## config.mk

```make
export PLATFORM = sky130hd
export DESIGN_NAME = sqrt_seq
export DESIGN_NICKNAME = d
export VERILOG_FILES = /design/src/rtl/sqrt_seq.sv
export SDC_FILE = /design/constraint.sdc
export NUM_CORES = 1
export LEC_CHECK = 0
export CORE_UTILIZATION = 55
export CTS_BUF_LIST = sky130_fd_sc_hd__clkbuf_2 sky130_fd_sc_hd__clkbuf_4 sky130_fd_sc_hd__clkbuf_8
export DETAILED_ROUTE_END_ITERATION = 8
export HOLD_SLACK_MARGIN = 0.03
export PLACE_DENSITY = 0.77
export SKIP_CTS_REPAIR_TIMING = 1
export SLEW_MARGIN = 20
export SYNTH_ARGS = -nofsm -noshare
export SYNTH_HDL_FRONTEND = slang
export SYNTH_SLANG_ARGS = --single-unit
```

## constraint.sdc

```tcl
create_clock -name clk -period 3.87 [get_ports clk]
set_input_delay 0.9675 -clock clk [delete_from_list [all_inputs] [get_ports clk]]
set_output_delay 0.9675 -clock clk [all_outputs]
set_load 0.03 [all_outputs]
```

## src/rtl/sqrt_seq.sv

```systemverilog
// sqrt_seq: sequential unsigned integer square root, one root bit per clock.
// It uses restoring digit recurrence and passes a channel tag through unchanged.
// Valid/ready handshakes on the input and output sides allow backpressure.
// Optional build macro SQRT_SEQ_REM_EN adds a rem_out port, din - dout^2.
//
// state | meaning
// ------+-----------------------------------------------------------
// IDLE  | waiting for an operand; in_ready high
// CALC  | one recurrence step per edge; the counter tracks the steps left
// DONE  | result held on dout/dout_tag until the downstream accepts it
module sqrt_seq #(
   parameter int DIN_W = 32,
   parameter int TAG_W = 8
) (
   input  logic               clk,
   input  logic               reset,
   input  logic               in_valid,
   output logic               in_ready,
   input  logic [DIN_W-1:0]   din,
   input  logic [TAG_W-1:0]   din_tag,
   output logic               out_valid,
   input  logic               out_ready,
   output logic [DIN_W/2-1:0] dout,
   output logic [TAG_W-1:0]   dout_tag,
   output logic               busy
`ifdef SQRT_SEQ_REM_EN
   ,
   output logic [DIN_W/2:0]   rem_out
`endif
);

   localparam int RW    = DIN_W / 2;
   localparam int RW2   = RW + 2;
   localparam int CNT_W = $clog2(RW);

   typedef enum logic [1:0] {
      S_IDLE = 2'd0,
      S_CALC = 2'd1,
      S_DONE = 2'd2
   } state_t;

   state_t           state_q, state_d;
   logic [DIN_W-1:0] op_q, op_d;
   logic [RW2-1:0]   rem_q, rem_d;
   logic [RW-1:0]    root_q, root_d;
   logic [CNT_W-1:0] cnt_q, cnt_d;
   logic [TAG_W-1:0] tag_q, tag_d;
   logic [RW-1:0]    dout_q, dout_d;
   logic             out_valid_q, out_valid_d;
`ifdef SQRT_SEQ_REM_EN
   logic [RW:0]      rem_out_q, rem_out_d;
`endif

   logic [1:0]     op_top;
   logic [RW2-1:0] rem_sh;
   logic [RW2-1:0] trial_sub;
   logic           trial_ge;
   logic [RW2-1:0] rem_nxt;
   logic [RW-1:0]  root_nxt;

   // One recurrence step. Before the shift the remainder never exceeds
   // 2*root < 2^RW, so dropping its two top bits loses nothing.
   always_comb begin
      op_top    = op_q[DIN_W-1 -: 2];
      rem_sh    = {rem_q[RW-1:0], op_top};
      trial_sub = {root_q, 2'b01};
      trial_ge  = (rem_sh >= trial_sub);
      rem_nxt   = trial_ge ? (rem_sh - trial_sub) : rem_sh;
      root_nxt  = {root_q[RW-2:0], trial_ge};
   end

   // Next-state logic and datapath updates for the three-state controller.
   always_comb begin
      state_d     = state_q;
      op_d        = op_q;
      rem_d       = rem_q;
      root_d      = root_q;
      cnt_d       = cnt_q;
      tag_d       = tag_q;
      dout_d      = dout_q;
      out_valid_d = out_valid_q;
`ifdef SQRT_SEQ_REM_EN
      rem_out_d   = rem_out_q;
`endif
      case (state_q)
         S_IDLE: begin
            if (in_valid) begin
               op_d    = din;
               tag_d   = din_tag;
               rem_d   = '0;
               root_d  = '0;
               cnt_d   = CNT_W'(RW - 1);
               state_d = S_CALC;
            end
         end
         S_CALC: begin
            op_d   = {op_q[DIN_W-3:0], 2'b00};
            rem_d  = rem_nxt;
            root_d = root_nxt;
            cnt_d  = cnt_q - CNT_W'(1);
            if (cnt_q == '0) begin
               state_d     = S_DONE;
               dout_d      = root_nxt;
               out_valid_d = 1'b1;
`ifdef SQRT_SEQ_REM_EN
               rem_out_d   = rem_nxt[RW:0];
`endif
            end
         end
         S_DONE: begin
            if (out_ready) begin
               out_valid_d = 1'b0;
               state_d     = S_IDLE;
            end
         end
         default: state_d = S_IDLE;
      endcase
   end

   // State and datapath registers. Reset aborts any operation in flight.
   always_ff @(posedge clk or posedge reset) begin
      if (reset) begin
         state_q     <= S_IDLE;
         op_q        <= '0;
         rem_q       <= '0;
         root_q      <= '0;
         cnt_q       <= '0;
         tag_q       <= '0;
         dout_q      <= '0;
         out_valid_q <= 1'b0;
`ifdef SQRT_SEQ_REM_EN
         rem_out_q   <= '0;
`endif
      end else begin
         state_q     <= state_d;
         op_q        <= op_d;
         rem_q       <= rem_d;
         root_q      <= root_d;
         cnt_q       <= cnt_d;
         tag_q       <= tag_d;
         dout_q      <= dout_d;
         out_valid_q <= out_valid_d;
`ifdef SQRT_SEQ_REM_EN
         rem_out_q   <= rem_out_d;
`endif
      end
   end

   assign in_ready  = (state_q == S_IDLE);
   assign busy      = (state_q != S_IDLE);
   assign out_valid = out_valid_q;
   assign dout      = dout_q;
   assign dout_tag  = tag_q;
`ifdef SQRT_SEQ_REM_EN
   assign rem_out   = rem_out_q;
`endif

endmodule

```

==> run summary <==
Data arrives at the worst endpoint at 3150 ps. Port buffering added 70 buffers. Counting every sink on the clock net gives 95. The power per standard cell area came out at 932 mW/mm^2. The floorplan has 34 rows. The clock period minus final worst setup slack is 2850 ps. The total die area is 0.00940 mm^2. The gate count after technology mapping is 517. The leakage dissipation is 2.75 nW. The HPWL after detailed placement is 6.88 mm. The fraction of registers with async set or reset after synthesis came out at 100%. The via count of the first global-routing pass is 3597. The commonest non-fill, non-tap cell in the layout is dfrtp_1. The biggest fanout along the worst timing path is 12.

The number of violations reported at the end of detailed-routing iteration 0 came out at 150. 0 antenna diodes ended up in the layout. Clock-pin slew was measured on the worst setup and hold paths at 100 ps. The setup slack on the worst flop-to-flop path is 1020 ps. The initial antenna violation count came out at 0. The area of the core came out at 0.00872 mm^2. The required time of the critical path is 4170 ps. The number of buffers created by CTS is 9. The vias per cell is 5.54. The number of cells traversed by the worst hold path came out at 2. The timing-limited maximum frequency came out at 0.351 GHz. The critical path goes through ha_1 > a21oi_1 > o21ai_0 > a221oi_2 > nand3_1 > buf_4 > mux2_4 > o21ai_2. The net count after synthesis is 581. The number of max-slew violations in the final report was 0. The fraction of synthesized cell area taken by the top area cell type is 47.9%. The sequential-to-total area share from yosys stat came out at 47.9%.

The type of element launching the critical path is a flip-flop. The worst setup slack before clock tree synthesis came out at 1040 ps. The number of fill cells in the layout came out at 671. The commonest register cell after synthesis is dfrtp_1. The flow ran to the end, and the final reports show no timing, DRC or antenna violations. Measured on the finished design, the core utilization comes to 67.9%. Setup repair after global routing left no endpoint under its margin. The summed negative setup slack over all endpoints came out at 0 ps. In this run, distinct cell masters in the synthesized netlist total 50. The area overhead of the layout relative to synthesis came out at 19.3%.

The final hold violation count came out at 0. For the worst flop-to-flop path, the logic depth is 8. The die extent in x came out at 97.0 um. The peak supply drop is 0.331 mV.

The slowest stage of the critical path belongs to the cell nand3_1. The endpoint of the worst hold path is op_q[27]$_DFFE_PP0P_. In the routed design, unresolved DRC markers number 0. Leaving out fill and tap cells, the most frequent cells in the layout are 95 x dfrtp_1, 86 x o21ai_0, 70 x clkdlybuf4s50_1. The post-layout net count came out at 633.

The critical path is of the flip-flop to flip-flop type. The combined area of all synthesized cells came out at 0.00496 mm^2. The kind of cell with the highest combined delay along the critical path is compound AO/OA/AOI/OAI gates. The post-synthesis average cell area is 9.60 um^2. Setup violations remaining at the end of the flow were counted as 0. The ratio of cells with drive above 1 in the final layout is 7.32%. On the worst path, the slowest cell contributes a delay of 460 ps. The worst hold path begins at op_q[25]$_DFFE_PP0P_. The tool flagged a number of max-cap violations equal to 0. The worst register-to-register path ends at rem_q[1]$_DFFE_PP0P_. TritonCTS built the clock tree.

After layout, the worst path uses 73.6% of the clock period. The worst-skew pair later-pin latency came out at 370 ps. The maximum number of pins on one net before global-route repair came out at 80. The routed design has 9.99 mm of wire. The first-pass iteration count of the detailed router came out at 4.

The number of enable-type register cells in the synthesized netlist came out at 0. The weighted congestion at the end of routability-driven global placement came out at 0.889. The total buffers and inverters traversed by the critical path came out at 1. The total power after layout came out at 0.00552 W. The mean routed wirelength per cell came out at 14.6 um. The post-layout worst setup margin is 1020 ps. In this run the clock root is driven by a clkbuf_8. The remaining number of nets flagged by the antenna check after routing is 0. The class of the worst hold path is flip-flop to flip-flop. The startpoint identified for the worst register-to-register timing path is rem_q[11]$_DFFE_PP0P_. The biggest area contributor in the post-synthesis netlist is dfrtp_1.

In the post-synthesis netlist, the biggest area contributors are dfrtp_1 48%, o21ai_0 8.7%, mux2i_1 7.9%. The remaining global-route overflow came out at 0. STA classifies the critical path endpoint as a flip-flop. The die height is 97.0 um. The yosys synthesis warning count came out at 0. The first-pass GRT wire length came out at 16.8 mm. The total I/O pin count is 71. The synthesized design contains 95 register bits. The starting density of the core came out at 56.9%. The slew at the pin closest to its max-slew limit came out at 1040 ps. The total global routing track utilization is 22.0%.

The total number of H-tree levels came out at 3. The worst slew slack as a fraction of its limit is 30.9%. The vias after detailed routing is 3781. The number of buffers on the longest clock path came out at 2. Clock skew on the completed layout was measured at 13.1 ps.
## layer usage
metal	track usage [%]	up-vias	wire length (um)
met2	36.1	61	4900
met3	4.77	14	278
li1	-	1908	-
met4	6.43	0	159
met1	29.3	1798	4650
met5	0	-	0
## how the worst max path moves through the flow
stage,startpoint,endpoint,cells past startpoint
floorplan,reset,cnt_q[0]$_DFFE_PP0P_,1
global placement,rem_q[11]$_DFFE_PP0P_,rem_q[1]$_DFFE_PP0P_,8
detailed placement,rem_q[11]$_DFFE_PP0P_,rem_q[1]$_DFFE_PP0P_,8
CTS,rem_q[11]$_DFFE_PP0P_,rem_q[1]$_DFFE_PP0P_,8
global route,root_q[9]$_DFFE_PP0P_,rem_q[1]$_DFFE_PP0P_,9
finish,rem_q[11]$_DFFE_PP0P_,rem_q[1]$_DFFE_PP0P_,8
## synth_stat cells (6+ instances only)
library cell,n
clkbuf_1,22
buf_2,7
mux2_2,9
ha_1,20
nand2_1,67
xnor2_1,9
dfrtp_1,95
a21oi_1,18
inv_1,25
xor2_1,6
mux2i_1,39
nand3_1,37
nor2_1,13
o21ai_0,86
## registers in the layout (all words and copies together), names as in the netlist
signal	flops
rem_q	16
op_q	32
dout	16
state_q	2
root_q	16
dout_tag	8
out_valid	1
cnt_q	4
## cell type report
type | instances | area, um^2 | area share (%)
Timing Repair Buffer | 74 | 743 | 12.6
Inverter | 25 | 95.1 | 1.61
Tap cell | 108 | 135 | 2.28
Sequential cell | 95 | 2380 | 40.2
Multi-Input combinational cell | 364 | 2360 | 39.8
Clock buffer | 10 | 138 | 2.33
Clock inverter | 6 | 73.8 | 1.25
## through the flow
stage,std cells,area (um^2),hold WS (ps)
final,682,5920,488
after global routing,682,5920,517
after floorplan,517,4960,449
after global placement,666,5710,461
after CTS,682,5920,494
after detailed placement,666,5710,470
## power by group
group / switching (W) / internal [W] / total, W
registers: 0.000255 / 0.00140 / 0.00166
logic: 0.00179 / 0.00137 / 0.00316
clock network: 0.000371 / 0.000326 / 0.000696
total: 0.00242 / 0.00310 / 0.00552
## logic make-up after synthesis
family	synth area share [%]
adder cells (fa/ha/maj)	5.04
buffers and inverters	4.87
multiplexers	10.2
AND/OR/NAND/NOR	13.7
AO/OA/AOI/OAI	15.6
XOR/XNOR	2.65
flip-flops	47.9
## worst min-delay path, stage by stage, from the launching register on
cell and delay [ps]:
dfrtp_1 350, nand2_1 40, o21ai_0 60
Note: power is estimated with default switching activity, not from simulation.
